===== config.mk =====
export PLATFORM = sky130hd
export DESIGN_NAME = program_loader_flat
export DESIGN_NICKNAME = d
export VERILOG_FILES = /design/src/rtl/sap1_pkg.sv /design/src/rtl/program_loader_if.sv /design/src/rtl/program_loader_checksum.sv /design/src/rtl/program_loader.sv /design/src/flat_wrapper.sv
export SDC_FILE = /design/constraint.sdc
export NUM_CORES = 1
export LEC_CHECK = 0
export CAP_MARGIN = 20
export CORE_ASPECT_RATIO = 0.5
export CORE_MARGIN = 2
export CORE_UTILIZATION = 35
export CTS_CLUSTER_DIAMETER = 80
export DETAILED_ROUTE_END_ITERATION = 7
export GPL_ROUTABILITY_DRIVEN = 0
export PLACE_DENSITY_LB_ADDON = 0.05
export SYNTH_ARGS = -nofsm -noshare
export SYNTH_HDL_FRONTEND = slang
export SYNTH_SLANG_ARGS = --single-unit

===== constraint.sdc =====
create_clock -name Clock -period 2 [get_ports Clock]
set_clock_uncertainty 0.05 [all_clocks]
set_input_delay 0.4 -clock Clock [delete_from_list [all_inputs] [get_ports Clock]]
set_output_delay 0.4 -clock Clock [all_outputs]
set_load 0.01 [all_outputs]

===== src/rtl/sap1_pkg.sv =====
// -----------------------------------------------------------------------------
// sap1_pkg
// Shared definitions for the SAP-1 program loader.
//   - Default sizes: DEPTH_DEF, ADDR_W_DEF and DATA_W_DEF.
//   - load_state_e: loader FSM state encoding.
// Optional feature macro: LOADER_CHECKSUM_EN adds the CHECK state.
// -----------------------------------------------------------------------------
package sap1_pkg;

  localparam int DEPTH_DEF  = 16;
  localparam int ADDR_W_DEF = 4;
  localparam int DATA_W_DEF = 8;

  typedef enum logic [2:0] {
    ST_IDLE  = 3'd0,
    ST_LOAD  = 3'd1,
    ST_WRITE = 3'd2,
`ifdef LOADER_CHECKSUM_EN
    ST_CHECK = 3'd3,
`endif
    ST_DONE  = 3'd4
  } load_state_e;

endpackage


===== src/rtl/program_loader_if.sv =====
// -----------------------------------------------------------------------------
// program_loader_if
// Bundles the loader's control, byte-stream, RAM-write and CPU-control signals.
//   master : the side that requests loads and offers bytes (host / bench)
//   slave  : the loader itself
// Byte handshake: a byte moves on a rising Clock edge where rx_valid and
// rx_ready are both high. rx_valid may be raised or dropped freely; the loader
// raises rx_ready only in states that can take a byte, and load_abort on the
// same edge cancels the transfer.
// dbg_state exposes the loader FSM state for observation.
// -----------------------------------------------------------------------------
interface program_loader_if #(
  parameter int ADDR_W = 4,
  parameter int DATA_W = 8
);
  import sap1_pkg::*;

  logic              load_start;
  logic              load_abort;
  logic              rx_valid;
  logic [DATA_W-1:0] rx_data;
  logic              rx_ready;
  logic              ram_we;
  logic [ADDR_W-1:0] ram_addr;
  logic [DATA_W-1:0] ram_data;
  logic              cpu_run;
  logic              cpu_clear;
  logic              load_busy;
  logic [ADDR_W:0]   load_count;
  logic              load_error;
  load_state_e       dbg_state;

  modport master (
    output load_start, load_abort, rx_valid, rx_data,
    input  rx_ready, ram_we, ram_addr, ram_data, cpu_run, cpu_clear,
           load_busy, load_count, load_error, dbg_state
  );

  modport slave (
    input  load_start, load_abort, rx_valid, rx_data,
    output rx_ready, ram_we, ram_addr, ram_data, cpu_run, cpu_clear,
           load_busy, load_count, load_error, dbg_state
  );

endinterface


===== src/rtl/program_loader_checksum.sv =====
// -----------------------------------------------------------------------------
// loader_checksum
// Modulo-2**DATA_W accumulator over the image bytes, with a match test
// against the trailing checksum byte.
// Ports:
//   Clock, Clear    : clock, asynchronous active-high reset
//   i_clear         : zero the sum (start of a new image)
//   i_add, i_data   : add i_data to the sum on this edge
//   i_check_byte    : candidate checksum byte
//   o_match         : sum + i_check_byte == 0 (combinational)
// Only instantiated when LOADER_CHECKSUM_EN is defined.
// -----------------------------------------------------------------------------
module loader_checksum #(
  parameter int DATA_W = 8
) (
  input  logic              Clock,
  input  logic              Clear,
  input  logic              i_clear,
  input  logic              i_add,
  input  logic [DATA_W-1:0] i_data,
  input  logic [DATA_W-1:0] i_check_byte,
  output logic              o_match
);

  logic [DATA_W-1:0] r_sum;
  logic [DATA_W-1:0] w_total;

  always_ff @(posedge Clock or posedge Clear) begin
    if (Clear)        r_sum <= '0;
    else if (i_clear) r_sum <= '0;
    else if (i_add)   r_sum <= r_sum + i_data;
  end

  assign w_total = r_sum + i_check_byte;
  assign o_match = (w_total == '0);

endmodule


===== src/rtl/program_loader.sv =====
// -----------------------------------------------------------------------------
// program_loader
// Streams DEPTH bytes into the SAP-1 program RAM, holding the CPU off the bus
// while loading, then pulses cpu_clear to restart the CPU.
// Parameters: DEPTH (words per image, = 2**ADDR_W), ADDR_W, DATA_W.
// Ports:
//   Clock : clock, all state changes on posedge
//   Clear : asynchronous active-high reset
//   bus   : program_loader_if.slave (load control, byte stream, RAM write,
//           CPU control, status, dbg_state)
// Optional feature macro: LOADER_CHECKSUM_EN -- after the last data byte a
// checksum byte is taken in CHECK; the image is accepted only if the byte sum
// (including the checksum) is zero mod 2**DATA_W.
// All outputs come straight from registers.
// -----------------------------------------------------------------------------
module program_loader
  import sap1_pkg::*;
#(
  parameter int DEPTH  = DEPTH_DEF,
  parameter int ADDR_W = ADDR_W_DEF,
  parameter int DATA_W = DATA_W_DEF
) (
  input logic             Clock,
  input logic             Clear,
  program_loader_if.slave bus
);

  localparam logic [ADDR_W:0]   LP_DEPTH     = (ADDR_W+1)'(DEPTH);
  localparam logic [ADDR_W-1:0] LP_LAST_ADDR = ADDR_W'(DEPTH - 1);

  load_state_e       r_state;
  logic              r_rx_ready;
  logic              r_ram_we;
  logic [ADDR_W-1:0] r_ram_addr;
  logic [DATA_W-1:0] r_ram_data;
  logic              r_cpu_run;
  logic              r_cpu_clear;
  logic              r_load_busy;
  logic [ADDR_W:0]   r_load_count;
  logic              r_load_error;

  logic [ADDR_W:0]   w_count_inc;
  logic              w_hs;

  assign w_count_inc = r_load_count + 1'b1;
  // Raw handshake; load_abort overrides it inside the FSM.
  assign w_hs        = bus.rx_valid && r_rx_ready;

`ifdef LOADER_CHECKSUM_EN
  logic w_sum_clear;
  logic w_sum_add;
  logic w_sum_match;

  assign w_sum_clear = (r_state == ST_IDLE) && bus.load_start;
  assign w_sum_add   = (r_state == ST_LOAD) && w_hs && !bus.load_abort;

  loader_checksum #(.DATA_W(DATA_W)) u_checksum (
    .Clock        (Clock),
    .Clear        (Clear),
    .i_clear      (w_sum_clear),
    .i_add        (w_sum_add),
    .i_data       (bus.rx_data),
    .i_check_byte (bus.rx_data),
    .o_match      (w_sum_match)
  );
`endif

  always_ff @(posedge Clock or posedge Clear) begin
    if (Clear) begin
      r_state      <= ST_IDLE;
      r_rx_ready   <= 1'b0;
      r_ram_we     <= 1'b0;
      r_ram_addr   <= '0;
      r_ram_data   <= '0;
      r_cpu_run    <= 1'b1;
      r_cpu_clear  <= 1'b0;
      r_load_busy  <= 1'b0;
      r_load_count <= '0;
      r_load_error <= 1'b0;
    end else begin
      case (r_state)
        ST_IDLE: begin
          if (bus.load_start) begin
            r_state      <= ST_LOAD;
            r_ram_addr   <= '0;
            r_load_count <= '0;
            r_load_error <= 1'b0;
            r_cpu_run    <= 1'b0;
            r_rx_ready   <= 1'b1;
            r_load_busy  <= 1'b1;
          end
        end

        ST_LOAD: begin
          if (bus.load_abort) begin
            r_state      <= ST_IDLE;
            r_load_error <= 1'b1;
            r_rx_ready   <= 1'b0;
            r_cpu_run    <= 1'b1;
            r_load_busy  <= 1'b0;
          end else if (w_hs) begin
            r_ram_data <= bus.rx_data;
            r_rx_ready <= 1'b0;
            r_ram_we   <= 1'b1;
            r_state    <= ST_WRITE;
          end
        end

        ST_WRITE: begin
          r_ram_we <= 1'b0;
          if (bus.load_abort) begin
            r_state      <= ST_IDLE;
            r_load_error <= 1'b1;
            r_cpu_run    <= 1'b1;
            r_load_busy  <= 1'b0;
          end else begin
            r_load_count <= w_count_inc;
            // Address parks on the last word instead of wrapping to 0.
            if (r_ram_addr != LP_LAST_ADDR) r_ram_addr <= r_ram_addr + 1'b1;
            if (w_count_inc < LP_DEPTH) begin
              r_state    <= ST_LOAD;
              r_rx_ready <= 1'b1;
            end else begin
`ifdef LOADER_CHECKSUM_EN
              r_state    <= ST_CHECK;
              r_rx_ready <= 1'b1;
`else
              r_state     <= ST_DONE;
              r_cpu_clear <= 1'b1;
`endif
            end
          end
        end

`ifdef LOADER_CHECKSUM_EN
        ST_CHECK: begin
          if (bus.load_abort) begin
            r_state      <= ST_IDLE;
            r_load_error <= 1'b1;
            r_rx_ready   <= 1'b0;
            r_cpu_run    <= 1'b1;
            r_load_busy  <= 1'b0;
          end else if (w_hs) begin
            r_rx_ready <= 1'b0;
            if (w_sum_match) begin
              r_state     <= ST_DONE;
              r_cpu_clear <= 1'b1;
            end else begin
              r_state      <= ST_IDLE;
              r_load_error <= 1'b1;
              r_cpu_run    <= 1'b1;
              r_load_busy  <= 1'b0;
            end
          end
        end
`endif

        ST_DONE: begin
          r_cpu_clear <= 1'b0;
          r_state     <= ST_IDLE;
          r_cpu_run   <= 1'b1;
          r_load_busy <= 1'b0;
        end

        default: begin
          r_state     <= ST_IDLE;
          r_rx_ready  <= 1'b0;
          r_ram_we    <= 1'b0;
          r_cpu_clear <= 1'b0;
          r_cpu_run   <= 1'b1;
          r_load_busy <= 1'b0;
        end
      endcase
    end
  end

  assign bus.rx_ready   = r_rx_ready;
  assign bus.ram_we     = r_ram_we;
  assign bus.ram_addr   = r_ram_addr;
  assign bus.ram_data   = r_ram_data;
  assign bus.cpu_run    = r_cpu_run;
  assign bus.cpu_clear  = r_cpu_clear;
  assign bus.load_busy  = r_load_busy;
  assign bus.load_count = r_load_count;
  assign bus.load_error = r_load_error;
  assign bus.dbg_state  = r_state;

endmodule


===== src/flat_wrapper.sv =====
// flat-port wrapper written by rule: the top's interface ports become plain ports
module program_loader_flat import sap1_pkg::*;
#(
  parameter int DEPTH  = DEPTH_DEF,
  parameter int ADDR_W = ADDR_W_DEF,
  parameter int DATA_W = DATA_W_DEF
)
  (Clock, Clear, bus_load_start, bus_load_abort, bus_rx_valid, bus_rx_data, bus_rx_ready, bus_ram_we, bus_ram_addr, bus_ram_data, bus_cpu_run, bus_cpu_clear, bus_load_busy, bus_load_count, bus_load_error, bus_dbg_state);
  program_loader_if #(.ADDR_W(ADDR_W), .DATA_W(DATA_W)) bus_i ();
  input logic Clock;
  input logic Clear;
  input wire logic [$bits(bus_i.load_start)-1:0] bus_load_start;
  input wire logic [$bits(bus_i.load_abort)-1:0] bus_load_abort;
  input wire logic [$bits(bus_i.rx_valid)-1:0] bus_rx_valid;
  input wire logic [$bits(bus_i.rx_data)-1:0] bus_rx_data;
  output wire logic [$bits(bus_i.rx_ready)-1:0] bus_rx_ready;
  output wire logic [$bits(bus_i.ram_we)-1:0] bus_ram_we;
  output wire logic [$bits(bus_i.ram_addr)-1:0] bus_ram_addr;
  output wire logic [$bits(bus_i.ram_data)-1:0] bus_ram_data;
  output wire logic [$bits(bus_i.cpu_run)-1:0] bus_cpu_run;
  output wire logic [$bits(bus_i.cpu_clear)-1:0] bus_cpu_clear;
  output wire logic [$bits(bus_i.load_busy)-1:0] bus_load_busy;
  output wire logic [$bits(bus_i.load_count)-1:0] bus_load_count;
  output wire logic [$bits(bus_i.load_error)-1:0] bus_load_error;
  output wire logic [$bits(bus_i.dbg_state)-1:0] bus_dbg_state;
  assign bus_i.load_start = bus_load_start;
  assign bus_i.load_abort = bus_load_abort;
  assign bus_i.rx_valid = bus_rx_valid;
  assign bus_i.rx_data = bus_rx_data;
  assign bus_rx_ready = bus_i.rx_ready;
  assign bus_ram_we = bus_i.ram_we;
  assign bus_ram_addr = bus_i.ram_addr;
  assign bus_ram_data = bus_i.ram_data;
  assign bus_cpu_run = bus_i.cpu_run;
  assign bus_cpu_clear = bus_i.cpu_clear;
  assign bus_load_busy = bus_i.load_busy;
  assign bus_load_count = bus_i.load_count;
  assign bus_load_error = bus_i.load_error;
  assign bus_dbg_state = bus_i.dbg_state;
  program_loader #(.DEPTH(DEPTH), .ADDR_W(ADDR_W), .DATA_W(DATA_W)) u_core (.Clock(Clock), .Clear(Clear), .bus(bus_i));
endmodule

; Yosys cells after proc, flatten, opt, wreduce, memory -nomap -nowiden
; Index checks and enable logic that the tools add are counted.
[totals]
elab_cells = 77
regBits = 26
[classes]
n_addsub = 2
n_reduce_logical = 16
n_bitwise = 4
muxes = 31
n_eq_ne = 13
magnitude_cmp = 1
[ops]
columns = operator, count
row1 = $mux 3, 5
row2 = $reduce_and 3->1, 5
row3 = $mux 1, 12
row4 = $mux 4, 3
row5 = $mux 5, 2
row6 = $pmux 1 s2, 5
row7 = $pmux 5 s2, 1
row8 = $pmux 3 s3, 1
row9 = $ne 2x1->1 const B, 4
row10 = $ne 2x2->1 const B, 4
row11 = $pmux 4 s2, 1
row12 = $reduce_or 2->1, 3
row13 = $add 5x1->5 const B, 1
row14 = $lt 5x5->1 const B, 1
row15 = $reduce_and 5->1, 1
row16 = $add 4x1->4 const B, 1
row17 = $ne 4x4->1 const B, 1
row18 = $not 1->1, 4
row19 = $pmux 1 s4, 1
row20 = $reduce_and 2->1, 2
row21 = $reduce_and 4->1, 1
row22 = $reduce_bool 2->1, 2
row23 = $eq 3x1->1 const B, 1
row24 = $eq 3x2->1 const B, 1
row25 = 4 further kinds, 4

; Depth between registers and ports, before layout
; Gate-level depths: netlist of the first run.
[depth]
ltp_word = 5
ltp_mapped = 5

; Least setup slack after synthesis of the first run
; Ideal clock, no wire load.
[synth_path]
path_type = input -> register
start = input bus_load_abort
end = register u_core.r_ram_data[0], in the netlist u_core.bus.ram_data[0]
arrival_ns = 1.373
slack_ns = 0.452
setup_ns = 0.125
cell_stages = 5
required_ns = 1.825
cell_sequence = buf_2 > nor3_1 > nor2b_1 > buf_2 > mux2_2
[synth_between]
elab_chain_cells = 2
[synth_lines]
columns = element, line
row1 = from (decl), flat_wrapper.sv:13  ; input wire logic [$bits(bus_i.load_abort)-1:0] bus_load_abort;
row2 = $not 1->1 (no source line), -
row3 = $reduce_and 3->1 (no source line), -
row4 = to (signal assigned), program_loader.sv:102  ; r_ram_data <= bus.rx_data;
row5 = to (decl), program_loader.sv:35  ; logic [DATA_W-1:0] r_ram_data;
; No other way between the ends.
; A chain may end at the register's enable or synchronous reset.

; Final worst setup path of the first run
[layout_path]
start = register u_core.r_state[0], in the netlist u_core.bus.dbg_state[0]
end = output bus_dbg_state[0]
[layout_rtl]
columns = element, line
row1 = from (decl), program_loader.sv:31  ; load_state_e r_state;
row2 = from (signal assigned), program_loader.sv:70  ; r_state <= ST_IDLE;
row3 = from (signal assigned), program_loader.sv:84  ; r_state <= ST_LOAD;
row4 = from (signal assigned), program_loader.sv:96  ; r_state <= ST_IDLE;
row5 = to (decl), flat_wrapper.sv:25  ; output wire logic [$bits(bus_i.dbg_state)-1:0] bus_dbg_state;
; No word-level cell between the ends.

==> results of run 1 <==
## routing by layer
layer | track usage, % | routed length [µm] | share of wire, % | vias to the layer above
met3 | 5.73 | 179 | 6.6 | 5
met1 | 21.1 | 1420 | 52 | 491
met2 | 21.7 | 1090 | 40 | 30
met5 | 0 | 0 | 0 | -
met4 | 2.73 | 16 | 0.59 | 0
li1 | - | - | - | 487
## cell families after synthesis
logic type / after synthesis / synth area share, %
adder cells (fa/ha/maj): 3 / 2.82
flip-flops: 26 / 52.4
multiplexers: 8 / 7.24
AO/OA/AOI/OAI: 26 / 14.2
XOR/XNOR: 3 / 2.11
AND/OR/NAND/NOR: 37 / 18.2
buffers and inverters: 6 / 3.02
## worst min path at each step
stage,end,slack (ns),cells past startpoint
6_report,u_core.bus.ram_we,0.41,1
5_1_grt,u_core.bus.ram_we,0.44,1
4_1_cts,u_core.bus.ram_we,0.41,1
3_5_place_dp,u_core.bus.ram_we,0.39,1
3_3_place_gp,u_core.bus.ram_we,0.38,1
2_1_floorplan,u_core.bus.cpu_clear,0.39,1
## worst max-delay path, cell delays in order, from the launching register on
cell and delay, ns:
sky130_fd_sc_hd__dfrtp_1 0.36, sky130_fd_sc_hd__buf_4 0.23, sky130_fd_sc_hd__clkdlybuf4s50_1 0.57
## power by group
part	switching [mW]	internal, mW	total (mW)	leakage, nW
sequential	0.107	0.692	0.799	0.330
clock	0.175	0.268	0.443	0.0357
combinational	0.379	0.515	0.894	0.394
## layout by cell type, fill, tap and decap left out, drive strengths merged
cell type,count
nand3b,1
buf,9
nor3,2
o211a,1
nand3,3
o2111ai,1
nor3b,1
or3,1
nand4,2
a211oi,3
a32oi,1
nor2b,3
dfrtp,25
bufinv,1
nand4bb,1
xor2,3
a32o,1
inv,1
nor4b,1
a21o,3
o21ai,6
maj3,1
clkdlybuf4s50,38
or2,1
a21oi,8
a22o,1
nand2b,5
clkbuf,3
o2bb2ai,1
ha,2
dfstp,1
nand2,8
nor2,8
mux2,8
## state kept, by name (all words and copies together) (netlist names)
signal and flops:
u_core.bus.load_error 1, u_core.bus.load_count 5, u_core.bus.load_busy 1, u_core.bus.rx_ready 1
u_core.bus.ram_we 1, u_core.bus.ram_data 8, u_core.bus.cpu_run 1, u_core.bus.ram_addr 4
u_core.bus.cpu_clear 1, u_core.bus.dbg_state 3
## cell type report
type	count	share of cell area, %
Sequential cell	26	36.4
Multi-Input combinational cell	77	30.9
Timing Repair Buffer	47	25.0
Tap cell	51	3.56
Clock buffer	3	2.30
Clock inverter	1	1.67
Inverter	1	0.209
## what timing repair did
item | 4_1_cts | 5_1_grt
setup buffers | 0 | 0
setup endpoints to repair | 0 | 1
gates resized for setup | 0 | 1
==> impl_metrics.ini, run 1 <==
[sta]
max_slew.worst_pin.slew_ns = 0.376
grt_setup_unrepaired = no
fin_ws_ns = 0.114
hold_ws_ns = 0.406
totalNegativeSetupSlack_ns = 0
layout_worst_path_cycle_share_pct = 94.3
hold_viol = 0
final-max-slew-violation-count = 0
slew-limit-headroom_pct = 74.8
max_freq_ghz = 0.530
min_period_ns = 1.89
setup_violations = 0

[final_layout]
post_route_cells_drive_above_1_share_pct = 17.4
utilization_pct = 52.5
final_design_area_no_fill_mm2 = 0.00179
instances_no_fill = 206
area_growth_syn_to_layout_pct = 44.3
nFillCells = 312
seqCellArea_um2 = 653
finish.net_count = 171
multiInputGateArea_um2 = 554
diodes = 0

[yosys]
yosysWarnings = 0
cell_type_with_the_largest_total_area_after_synthesis = sky130_fd_sc_hd__dfrtp_1
synthCells = 109
synth.yosys.seq_area_share_pct = 52.4
yosys.cell_types.count = 35
yosys.area.top_type_share_pct = 50.3
synth-edff-count = 0
syn_area_mm2 = 0.00124
synthMostInstantiatedCell = sky130_fd_sc_hd__dfrtp_1
net_count_after_synthesis = 124
netlist_top_cells_count = sky130_fd_sc_hd__dfrtp_1 (25), sky130_fd_sc_hd__a21oi_1 (8), sky130_fd_sc_hd__mux2_2 (8), sky130_fd_sc_hd__nand2_1 (8), sky130_fd_sc_hd__nor2_1 (7)
async_set_or_reset_flop_fraction_in_the_synthesized_netlist_pct = 100
synth_area_leaders = sky130_fd_sc_hd__dfrtp_1 (50%), sky130_fd_sc_hd__mux2_2 (7.2%), sky130_fd_sc_hd__a21oi_1 (3.2%)
ys_ff_latch = 26
synthFlopType = sky130_fd_sc_hd__dfrtp_1
syn-mean-instance-area_um2 = 11.4

[routing]
firstDrtPassIters = 4
wl_per_cell_um = 13.1
remaining_drc_errors = 0
drt-total-wl_mm = 2.71
initialDrtViolationCount = 70
via_count = 1013
vias_per_cell = 4.92
antenna_violating_nets_post_route = 0

[grt]
number_of_antenna_violations_at_the_first_check_in_global_routing = 0
grt_max_degree = 27
grt_pass1_vias = 912
total_routing_usage_reported_by_global_routing_pct = 14.8
first_pass_grt_wire_length_mm = 4.46
remaining_global_route_overflow = 0

[place]
numPortBuffers = 38
placed_area_mm2 = 0.00172
place_ws_ns = 0.0240
place_hpwl_mm = 1.97
placed_cells_incl_taps = 202

[die]
core_area_mm2 = 0.00342
boundaryPins = 39
start_util_pct = 36.4
die_area_mm2 = 0.00408
number_of_rows_in_the_core_area = 15
dieHeight_um = 46.2
die_width_um = 88.3

[setup_path]
worstPathRequired_ns = 1.55
worst-path-max-fanout = 13
timing.rr.end = u_core.bus.ram_data[1]
startpoint_type = flop
critical_path_arrival_ns = 1.44
timing.reg2reg.setup_slack_ns = 0.38
endpoint = bus_dbg_state[0]
rr_startpoint = u_core.bus.dbg_state[2]
crit_path_start = u_core.bus.dbg_state[0]
r2r.worst_path.cells = 4
worstSetupPathType = reg -> out
setup.worst_path.end_class = output port

[clock_tree]
clock-root-buffer = sky130_fd_sc_hd__clkbuf_8
number_of_cts_inserted_buffers = 3
htree_num_levels = 1
clock_path_buffers = 2
clock_pin_slew_reported_for_the_worst_setup_and_hold_paths_after_clock_tree_synthesis_ns = 0.09
post_cts_hold_buffer_count = 0
clock-sinks = 26
tritoncts_clock_tree = done
clock_insertion_delay_worst_skew_ns = 0.28

[power]
leak_nw = 0.760
power-per-cell-area_mw_per_mm2 = 1190
ir_worst_vdd_uv = 523
post-layout-total-power_mw = 2.14

[hold_path]
min_from = u_core.bus.dbg_state[0]
hp-class = reg -> reg

[run_status]
run_status = finished, final reports clean

[job]
cap_violations = 0
Power figures use the tool's default switching activity.
==> run 2, diff against run 1 <==
GPL_TIMING_DRIVEN = 0   (was default)
SKIP_CTS_REPAIR_TIMING = 1   (was default)
==> impl_metrics.ini, run 2 (same netlist as run 1, synthesis figures left out) <==
[run_status]
run_status = finished, final reports clean

[grt]
first_pass_grt_wire_length_mm = 4.46
grt_pass1_vias = 965
total_routing_usage_reported_by_global_routing_pct = 14.6
gr-max-usage-layer = met2
number_of_antenna_violations_at_the_first_check_in_global_routing = 0
grt_max_degree = 27
grt_use_met2_pct = 22.7
remaining_global_route_overflow = 0
met3_usage_pct = 6.81
globalRouteMet1Util_pct = 19.4

[clock_tree]
clock-sinks = 26
htree_num_levels = 1
number_of_cts_inserted_buffers = 3
clock_path_buffers = 2
clock_insertion_delay_worst_skew_ns = 0.27
clock_pin_slew_reported_for_the_worst_setup_and_hold_paths_after_clock_tree_synthesis_ns = 0.09
tritoncts_clock_tree = done
clock-root-buffer = sky130_fd_sc_hd__clkbuf_8

[die]
boundaryPins = 39
die_width_um = 88.3
dieHeight_um = 46.2
number_of_rows_in_the_core_area = 15
core_area_mm2 = 0.00342
start_util_pct = 36.4
die_area_mm2 = 0.00408

[final_layout]
post_route_cells_drive_above_1_share_pct = 14.6
seqCellArea_um2 = 652
finish.net_count = 167
number_of_flip_flops_under_the_largest_register_name = 8
most_common_cell_after_layout_fill_and_taps_aside = sky130_fd_sc_hd__clkdlybuf4s50_1
multiInputGateArea_um2 = 554
area_growth_syn_to_layout_pct = 40.7
utilization_pct = 51.2
most-common-layout-cells = sky130_fd_sc_hd__clkdlybuf4s50_1 (37), sky130_fd_sc_hd__dfrtp_1 (25), sky130_fd_sc_hd__mux2_2 (8), sky130_fd_sc_hd__a21oi_1 (8), sky130_fd_sc_hd__nand2_1 (8)
instances_no_fill = 202
diodes = 0
nFillCells = 332

[sta]
layout_worst_path_cycle_share_pct = 90.7
hold_ws_ns = 0.306
min_period_ns = 1.81
totalNegativeSetupSlack_ns = 0
final-max-slew-violation-count = 0
hold_viol = 0
grt_setup_unrepaired = no
fin_ws_ns = 0.186
slew-limit-headroom_pct = 71.2
max_freq_ghz = 0.551
setup_violations = 0
max_slew.worst_pin.slew_ns = 0.430

[setup_path]
rr_startpoint = u_core.bus.dbg_state[1]
setup.worst_path.end_class = output port
timing.critical_path.buf_inv = 1
worst-path-max-fanout = 8
critical_path_arrival_ns = 1.36
r2r.worst_path.cells = 4
worstSetupPathType = reg -> out
worstPathRequired_ns = 1.55
timing.reg2reg.setup_slack_ns = 0.31
timing.rr.end = u_core.bus.ram_data[3]
worst_path_top_cell_family_by_delay = buffers and inverters
cp_slowest_cell = sky130_fd_sc_hd__clkdlybuf4s50_1
max_stage_delay_ns = 0.59
startpoint_type = flop
critical_path.cell_chain = clkdlybuf4s50_1

[routing]
antenna_violating_nets_post_route = 0
drt-total-wl_mm = 2.71
firstDrtPassIters = 3
wl_per_cell_um = 13.4
remaining_drc_errors = 0
initialDrtViolationCount = 90
vias_per_cell = 4.82
via_count = 974

[place]
numPortBuffers = 37
placed_cells_incl_taps = 197
place_hpwl_mm = 1.99
place_ws_ns = 0.0644

[hold_path]
hp-class = in -> async

[job]
cap_violations = 0

[power]
ir_worst_vdd_uv = 502
leak_nw = 0.738
power-per-cell-area_mw_per_mm2 = 1140
-- run 2: area by class of cell --
type,instances,share of cell area (%)
Tap cell,51,3.65
Sequential cell,26,37.2
Clock buffer,4,2.57
Inverter,1,0.214
Timing Repair Buffer,38,22.7
Buffer,5,1.93
Multi-Input combinational cell,77,31.7
-- run 2: worst max path at each step --
stage                                  startpoint                     end  cells after the start
after detailed placement             bus_rx_valid  u_core.bus.ram_data[3]                      5
after floorplan                    bus_load_abort  u_core.bus.ram_data[0]                      5
final                     u_core.bus.dbg_state[1]        bus_dbg_state[1]                      1
after global routing      u_core.bus.dbg_state[1]        bus_dbg_state[1]                      1
after global placement               bus_rx_valid  u_core.bus.ram_data[4]                      5
after CTS                 u_core.bus.dbg_state[1]        bus_dbg_state[1]                      1
-- run 2: metal layers --
metal  routed length [µm]  part of all wire [%]  vias to the layer above
met5                    0                     0                        -
met4                    0                     0                        0
met3                  209                   7.7                        0
met2                 1150                    42                       30
met1                 1350                    50                      461
li1                     -                     -                      483
-- run 2: stage by stage --
stage	total power [mW]	instance area [µm²]
2_1_floorplan	1.26	1240
3_3_place_gp	1.68	1680
3_5_place_dp	1.69	1680
4_1_cts	2.01	1720
5_1_grt	2.13	1750
6_report	1.99	1750
-- run 2: worst reg2reg max path, stage by stage (launching register included) --
cell and delay [ns]:
sky130_fd_sc_hd__dfrtp_1 0.48, sky130_fd_sc_hd__nor3_1 0.27, sky130_fd_sc_hd__nor2b_1 0.15, sky130_fd_sc_hd__buf_2 0.26
sky130_fd_sc_hd__mux2_2 0.37
-- run 2: where the power goes --
| part | internal [mW] | switching [mW] |
|---|---|---|
| registers | 0.692 | 0.119 |
| logic | 0.509 | 0.362 |
| clock network | 0.143 | 0.162 |
| total | 1.34 | 0.644 |
==> run 3, diff against run 2 <==
CAP_MARGIN = 5   (was 20)
SLEW_MARGIN = 40   (was default)
==> impl_metrics.ini, run 3 (same netlist as run 1, synthesis figures left out) <==
[run_status]
run_status = finished, final reports clean

[routing]
via_count = 970
wl_per_cell_um = 13.3
initialDrtViolationCount = 51
antenna_violating_nets_post_route = 0
firstDrtPassIters = 4
drt-total-wl_mm = 2.68
remaining_drc_errors = 0
vias_per_cell = 4.83

[power]
power.switching_uw = 637
combinationalPowerShare_pct = 43.7
post-layout-total-power_mw = 1.98
switching_portion_of_total_power_pct = 32.3
seqPwrFrac_pct = 41.0
power.share.clock_pct = 15.3
internal-power_mw = 1.34
ir_worst_vdd_uv = 502
power-per-cell-area_mw_per_mm2 = 1150
leak_nw = 0.724

[setup_path]
startpoint_type = flop
r2r.worst_path.cells = 4
worst_path_top_cell_family_by_delay = buffers and inverters
worst-path-max-fanout = 8
stages_on_worst_setup_path = 1
worstPathRequired_ns = 1.55
worstSetupPathType = reg -> out
max_stage_delay_ns = 0.59
timing.critical_path.buf_inv = 1
critical_path.cell_chain = clkdlybuf4s50_1
setup.worst_path.end_class = output port
cp_slowest_cell = sky130_fd_sc_hd__clkdlybuf4s50_1
critical_path_arrival_ns = 1.37

[clock_tree]
clock_insertion_delay_worst_skew_ns = 0.27
clock_path_buffers = 2
clock-sinks = 26
number_of_cts_inserted_buffers = 3
htree_num_levels = 1
clock_pin_slew_reported_for_the_worst_setup_and_hold_paths_after_clock_tree_synthesis_ns = 0.09
clock-root-buffer = sky130_fd_sc_hd__clkbuf_8
tritoncts_clock_tree = done

[sta]
hold_viol = 0
slew-limit-headroom_pct = 62.9
hold_ws_ns = 0.436
totalNegativeSetupSlack_ns = 0
max_freq_ghz = 0.551
layout_worst_path_cycle_share_pct = 90.8
setup_violations = 0
max_slew.worst_pin.slew_ns = 0.556
min_period_ns = 1.82
fin_ws_ns = 0.184
grt_setup_unrepaired = no
final-max-slew-violation-count = 0

[die]
die_width_um = 88.3
number_of_rows_in_the_core_area = 15
dieHeight_um = 46.2
core_area_mm2 = 0.00342
start_util_pct = 36.4
boundaryPins = 39
die_area_mm2 = 0.00408

[final_layout]
finish.net_count = 166
multiInputGateArea_um2 = 554
instances_no_fill = 201
number_of_flip_flops_under_the_largest_register_name = 8
most-common-layout-cells = sky130_fd_sc_hd__clkdlybuf4s50_1 (37), sky130_fd_sc_hd__dfrtp_1 (25), sky130_fd_sc_hd__mux2_2 (8), sky130_fd_sc_hd__a21oi_1 (8), sky130_fd_sc_hd__nand2_1 (8)
final_design_area_no_fill_mm2 = 0.00172
diodes = 0
area_growth_syn_to_layout_pct = 38.5
utilization_pct = 50.4
most_common_cell_after_layout_fill_and_taps_aside = sky130_fd_sc_hd__clkdlybuf4s50_1
seqCellArea_um2 = 652
post_route_cells_drive_above_1_share_pct = 14.7
nFillCells = 333

[grt]
number_of_antenna_violations_at_the_first_check_in_global_routing = 0
remaining_global_route_overflow = 0
first_pass_grt_wire_length_mm = 4.46
grt_pass1_vias = 965
grt_max_degree = 27
total_routing_usage_reported_by_global_routing_pct = 14.6

[place]
placed_area_mm2 = 0.00168
place_hpwl_mm = 1.99
place_ws_ns = 0.0644
placed_cells_incl_taps = 197
numPortBuffers = 37

[hold_path]
hp-class = in -> async

[job]
cap_violations = 0
run 3: per-layer routing:
| layer | wire (µm) | vias up | global-route usage (%) |
|---|---|---|---|
| met5 | 0 | - | 0 |
| met4 | 0 | 0 | 1.82 |
| met3 | 214 | 0 | 6.81 |
| met2 | 1130 | 32 | 22.7 |
| met1 | 1340 | 458 | 19.4 |
| li1 | - | 480 | - |
run 3: power by group through the flow:
stage	combinational [mW]	clock [mW]	sequential (mW)
5_1_grt	0.950	0.338	0.836
6_report	0.864	0.301	0.810
3_5_place_dp	0.872	0	0.821
2_1_floorplan	0.378	0	0.887
4_1_cts	0.877	0.320	0.814
3_3_place_gp	0.868	0	0.815
run 3: path summary, 6_finish.rpt:
path,startpoint,endpoint,slack [ns]
max,u_core.bus.dbg_state[1],bus_dbg_state[1],0.18
min,Clear,u_core.bus.load_count[3],0.44
max reg2reg,u_core.bus.dbg_state[1],u_core.bus.ram_data[3],0.31
min reg2reg,u_core.bus.cpu_clear,u_core.bus.cpu_clear,0.44
max in group asynchronous,Clear,u_core.bus.cpu_run,1.09
min in group Clock,u_core.bus.cpu_clear,u_core.bus.cpu_clear,0.44
run 3: cell type report:
| class | instances | area share, % |
|---|---|---|
| multi-input cells | 77 | 32.2 |
| well taps | 51 | 3.70 |
| repair buffers | 37 | 21.5 |
| plain buffers | 5 | 1.96 |
| flip-flops and latches | 26 | 37.8 |
| clock buffers | 4 | 2.61 |
| inverters | 1 | 0.218 |
